**src/rtl/fetch_unit_pkg.sv**
```systemverilog
// Shared definitions for the instruction fetch stage: opcode map, ALU/non-ALU split
// and fetch FSM state encoding.
package fetch_unit_pkg;

  localparam int unsigned NIB_WIDTH = 4;

  localparam logic [NIB_WIDTH-1:0] OP_ADD  = 4'h0;
  localparam logic [NIB_WIDTH-1:0] OP_SUB  = 4'h1;
  localparam logic [NIB_WIDTH-1:0] OP_AND  = 4'h2;
  localparam logic [NIB_WIDTH-1:0] OP_OR   = 4'h3;
  localparam logic [NIB_WIDTH-1:0] OP_XOR  = 4'h4;
  localparam logic [NIB_WIDTH-1:0] OP_SHL  = 4'h5;
  localparam logic [NIB_WIDTH-1:0] OP_SHR  = 4'h6;
  localparam logic [NIB_WIDTH-1:0] OP_CMP  = 4'h7;
  localparam logic [NIB_WIDTH-1:0] OP_LD   = 4'h8;
  localparam logic [NIB_WIDTH-1:0] OP_ST   = 4'h9;
  localparam logic [NIB_WIDTH-1:0] OP_LI   = 4'hA;
  localparam logic [NIB_WIDTH-1:0] OP_BEQ  = 4'hB;
  localparam logic [NIB_WIDTH-1:0] OP_BNE  = 4'hC;
  localparam logic [NIB_WIDTH-1:0] OP_JMP  = 4'hD;
  localparam logic [NIB_WIDTH-1:0] OP_JAL  = 4'hE;
  localparam logic [NIB_WIDTH-1:0] OP_HALT = 4'hF;

  // Opcodes below this value are executed by the ALU.
  localparam logic [NIB_WIDTH-1:0] OP_FIRST_NONALU = OP_LD;

  typedef enum logic {
    FETCH_IDLE = 1'b0,
    FETCH_WAIT = 1'b1
  } fetch_state_e;

  function automatic logic is_alu_op(input logic [NIB_WIDTH-1:0] op);
    return op < OP_FIRST_NONALU;
  endfunction

endpackage

```
**src/rtl/fetch_unit.sv**
```systemverilog
// Instruction fetch stage: PC, IR and req/ack handshake to instruction memory.
// Optional fetch timeout enabled by defining FETCH_TIMEOUT_EN.
module fetch_unit
  import fetch_unit_pkg::*;
#(
  parameter int unsigned           ADDR_WIDTH     = 8,
  parameter int unsigned           INSTR_WIDTH    = 16,
  parameter logic [ADDR_WIDTH-1:0] RESET_PC       = '0,
  parameter int unsigned           TIMEOUT_CYCLES = 15
) (
  input  logic                   clk,
  input  logic                   reset,
  input  logic                   do_fetch,
  input  logic                   do_next,
  input  logic                   jump_en,
  input  logic [ADDR_WIDTH-1:0]  jump_target,
  output logic                   mem_req,
  output logic [ADDR_WIDTH-1:0]  mem_addr,
  input  logic                   mem_ack,
  input  logic [INSTR_WIDTH-1:0] mem_rdata,
  output logic [INSTR_WIDTH-1:0] instr,
  output logic [NIB_WIDTH-1:0]   opcode,
  output logic                   isaluop,
  output logic [ADDR_WIDTH-1:0]  pc,
  output logic                   busy,
  output logic                   fetch_err
);

  fetch_state_e           state_q, state_d;
  logic [ADDR_WIDTH-1:0]  pc_q, pc_d;
  logic [ADDR_WIDTH-1:0]  addr_q, addr_d;
  logic [INSTR_WIDTH-1:0] ir_q, ir_d;
  logic                   mem_req_c;

`ifdef FETCH_TIMEOUT_EN
  localparam int unsigned TIMER_W = $clog2(TIMEOUT_CYCLES + 1);
  logic [TIMER_W-1:0] timer_q, timer_d;
  logic               fetch_err_q, fetch_err_d;
`else
  logic unused_timeout_cfg;
  assign unused_timeout_cfg = |TIMEOUT_CYCLES;
`endif

  always_comb begin
    state_d   = state_q;
    pc_d      = pc_q;
    addr_d    = addr_q;
    ir_d      = ir_q;
    mem_req_c = 1'b0;
`ifdef FETCH_TIMEOUT_EN
    timer_d     = timer_q;
    fetch_err_d = fetch_err_q;
`endif

    case (state_q)
      FETCH_IDLE: begin
        mem_req_c = do_fetch;
`ifdef FETCH_TIMEOUT_EN
        timer_d = '0;
`endif
        if (do_fetch) begin
          addr_d = pc_q;
          if (!mem_ack) state_d = FETCH_WAIT;
        end
      end
      FETCH_WAIT: begin
        mem_req_c = 1'b1;
        if (mem_ack) begin
          state_d = FETCH_IDLE;
        end
`ifdef FETCH_TIMEOUT_EN
        // timer_q holds the number of completed WAIT cycles; abort on the last allowed one.
        else if (timer_q == TIMER_W'(TIMEOUT_CYCLES - 1)) begin
          state_d     = FETCH_IDLE;
          ir_d        = '0;
          fetch_err_d = 1'b1;
        end else begin
          timer_d = timer_q + TIMER_W'(1);
        end
`endif
      end
      default: state_d = FETCH_IDLE;
    endcase

    if (mem_req_c && mem_ack) ir_d = mem_rdata;

    if (do_next) pc_d = jump_en ? jump_target : pc_q + ADDR_WIDTH'(1);
  end

  always_ff @(posedge clk or posedge reset) begin
    if (reset) begin
      state_q <= FETCH_IDLE;
      pc_q    <= RESET_PC;
      addr_q  <= '0;
      ir_q    <= '0;
    end else begin
      state_q <= state_d;
      pc_q    <= pc_d;
      addr_q  <= addr_d;
      ir_q    <= ir_d;
    end
  end

`ifdef FETCH_TIMEOUT_EN
  always_ff @(posedge clk or posedge reset) begin
    if (reset) begin
      timer_q     <= '0;
      fetch_err_q <= 1'b0;
    end else begin
      timer_q     <= timer_d;
      fetch_err_q <= fetch_err_d;
    end
  end
  assign fetch_err = fetch_err_q;
`else
  assign fetch_err = 1'b0;
`endif

  assign mem_req  = mem_req_c;
  assign mem_addr = (state_q == FETCH_WAIT) ? addr_q : pc_q;
  assign busy     = (state_q == FETCH_WAIT);
  assign pc       = pc_q;
  assign instr    = ir_q;
  assign opcode   = ir_q[INSTR_WIDTH-1 -: NIB_WIDTH];
  assign isaluop  = is_alu_op(opcode);

endmodule

```
**config.mk**
```make
export PLATFORM = sky130hd
export DESIGN_NAME = fetch_unit
export DESIGN_NICKNAME = d
export VERILOG_FILES = /design/src/rtl/fetch_unit_pkg.sv /design/src/rtl/fetch_unit.sv
export SDC_FILE = /design/constraint.sdc
export NUM_CORES = 1
export LEC_CHECK = 0
export BUFFER_PORTS_ARGS = -buffer_cell sky130_fd_sc_hd__clkbuf_2
export CORE_AREA = 2 2 79 81
export DETAILED_ROUTE_END_ITERATION = 10
export DIE_AREA = 0 0 81 83
export PLACE_DENSITY = 0.55
export SKIP_LAST_GASP = 1
export SLEW_MARGIN = 20
export SYNTH_ARGS = -nofsm -noshare
export SYNTH_HDL_FRONTEND = slang
export SYNTH_SLANG_ARGS = --single-unit
```
**constraint.sdc**
```tcl
create_clock -name clk -period 2.15 [get_ports clk]
set_input_delay 0.1075 -clock clk [delete_from_list [all_inputs] [get_ports clk]]
set_output_delay 0.1075 -clock clk [all_outputs]
set_load 0.01 [all_outputs]
```
==> results.ini <==
[outcome]
status = finished clean

[timing]
maxSlewViolCount = 0
setup_viol = 0
fmaxAchievable_ghz = 0.695
fin_crit_ns = 1.44
finalHoldViolations = 0
finalSetupTns_ns = 0
finalCritPeriodShare_pct = 66.9
worst_clock_skew_ns = 0.00225
rsz0062_at_grt = no
setup_slack_ns = 0.712

[routing]
via_per_inst = 4.40
drc_errors = 0
drtPass1Iterations = 4
wl_per_cell_um = 12.0
vias = 1180
initialDrtViolationCount = 26
ant_nets = 0
wl_um = 3210

[logic_synthesis]
synthArstFlopShare_pct = 100
syn_inst = 123
synth_seq_cells = 33
synth_top_cells_by_area = dfrtp_1, mux2_2, buf_4
synthFlopType = dfrtp_1
synth.area.mux_share_pct = 23.2
yosys.area.top_type_share_pct = 53.4
yosysMostFrequentCell = dfrtp_1
ys_warn_count = 0
synthXorXnorAreaFrac_pct = 0
yosysSeqAreaShare_pct = 53.4
synthesis.area_sq_um = 1550
synth_top_family_by_area = multiplexers
synth_top_area_cell = dfrtp_1
synthAdderAreaFrac_pct = 0.809
ys_top_cells_by_count = dfrtp_1, mux2_2, buf_4, inv_1, o21ai_0
syn_nets = 154
syn_area_per_cell_sq_um = 12.6
synth_compound_area_share_pct = 8.01
yosys.cell_types.count = 32
synth_edf_count = 0
synthSimpleGateAreaFrac_pct = 8.74

[worst_setup_path]
r2r_slack_ns = 0.71
rr_endpoint = instr[2]
cp-end-kind = flop
crit_end = instr[2]
cp_data_required_time_ns = 2.31
crit_path_start_kind = flop
crit_type = flop to flop
worstPathArrival_ns = 1.60
crit_path_max_fanout = 16
reg2reg_depth = 3
startpoint = busy
rr_startpoint = busy

[floorplan]
die_h_um = 83
ioPinCount = 70
num_rows = 28
die-area_sq_um = 6720
core_area_sq_um = 5820
die_width_um = 81
start_util_pct = 26.6

[global_route]
antenna_found_initial = 0
grt_pass1_vias = 1165
gr-total-overflow = 0
grt_max_degree = 34
grt.total_usage_pct = 10.2
grt_pass1_wl_um = 5350

[finish]
fin_cells = 268
area.growth.synth_to_final_pct = 32.0
post-route-util_pct = 35.1
final_layout_size_suffix_gt1_share_pct = 57.5
nets = 224
antenna_cells = 0

[clock_tree]
numClockSinks = 33
cts_tree = built
clk_latency_ns = 0.27
clk_pin_slew_ns = 0.06
numCtsBuffers = 5
cts_buffer_depth = 2
ctsResizeCount = 0
post_cts_buffers = 0
htreeDepth = 2
cts.root.buffer_cell = clkbuf_8

[place]
gp_congestion = 0.725
dpl.hpwl_um = 2440
post-place-ws_ns = 0.697
port_buffers = 68
dp_cells = 259

[flow_run]
maxCapViolations = 0

[power_and_ir_drop]
power_density_nw_per_um2 = 839
p_sw_share_pct = 29.1
ir_worst_vdd_v = 0.000250
p_seq_share_pct = 47.7
p_sw_w = 0.000498
p_int_w = 0.00122
p_clk_share_pct = 26.7
p_leak_nw = 0.988
combPwrFrac_pct = 25.5

[hold_path]
hold_class = input port to flop

==> timing repair <==
action | CTS | global route
hold buffers | 2 | 0
setup endpoints to repair | 0 | 0
hold endpoints to repair | 34 | 0
==> power groups by stage <==
stage               sequential (W)  combinational, W  clock (W)
floorplan                 0.000846          0.000249          0
global placement          0.000828          0.000438          0
detailed placement        0.000830          0.000445          0
CTS                       0.000819          0.000448   0.000491
global route              0.000838          0.000487   0.000516
finish                    0.000818          0.000438   0.000458
==> final cells by class <==
class                      count  area [sq um]
tap                           75          93.8
fill                         610          3770
inverter                       5          18.8
clock buffer                   7          86.3
multi-input combinational     75           634
sequential                    33           826
timing repair buffer          73           383
==> through the flow <==
stage	instance area [sq um]	hold slack, ns	power [W]
global route	2040	0.0420	0.00184
detailed placement	1940	0.211	0.00127
global placement	1940	0.209	0.00127
CTS	2040	0.0501	0.00176
finish	2040	0.0627	0.00171
floorplan	1550	0.173	0.00110
==> metal layers <==
metal	share of wire, %	vias up	track usage, %
met5	0	-	0
met4	0.31	0	3.24
met3	6.9	2	3.91
met2	48	49	16.2
met1	45	553	12.6
li1	-	576	-
==> state kept, by name, summed over array words and instances, names as in the netlist <==
name    count
pc          8
busy        1
instr      16
addr_q      8
==> cells by family (layout without fill, tap and decap cells) <==
group                      Yosys count  count (layout)
other                                1               1
and+or+nand+nor                     22              22
buffers and inverters               15              85
AOI/OAI and AO/OA                   19              19
muxes                               32              32
adders and majority gates            1               1
DFF                                 33              33
==> cell usage in the layout (no fill, tap or decap) <==
cell           count
nor2b_1            2
nand2_1            2
nand4_2            1
clkbuf_8           6
ha_1               1
nand4b_1           1
and3_1             2
and2_1             1
or4_1              2
nand2_2            1
clkbuf_2          68
nor3b_1            1
dlygate4sd3_1      2
o22ai_1            2
inv_1              5
clkbuf_1           1
a211oi_1           1
or2_1              1
o21ai_0            5
mux2_2            31
conb_1             1
a22oi_1            4
o211ai_1           2
nand3_1            3
dfrtp_1           33
mux2i_1            1
nand2b_1           1
buf_4              3
a21oi_1            3
and3_2             1
a221o_1            1
nor2_1             3
o2bb2ai_1          1
==> critical path, stage by stage (launching register included) <==
cell     delay (ns)
dfrtp_1        0.37
or2_1          0.26
nand2_2        0.31
mux2_2         0.38
==> worst min-delay path by stage <==
stage	depth (start not counted)	start	slack, ns	end
after floorplan	1	mem_ack	0.17	busy
after global placement	3	reset	0.21	instr[5]
after detailed placement	3	reset	0.21	instr[5]
after CTS	2	mem_rdata[13]	0.05	instr[13]
after global routing	2	mem_rdata[15]	0.04	instr[15]
final	2	mem_rdata[15]	0.06	instr[15]
Power figures use the tool's default switching activity.
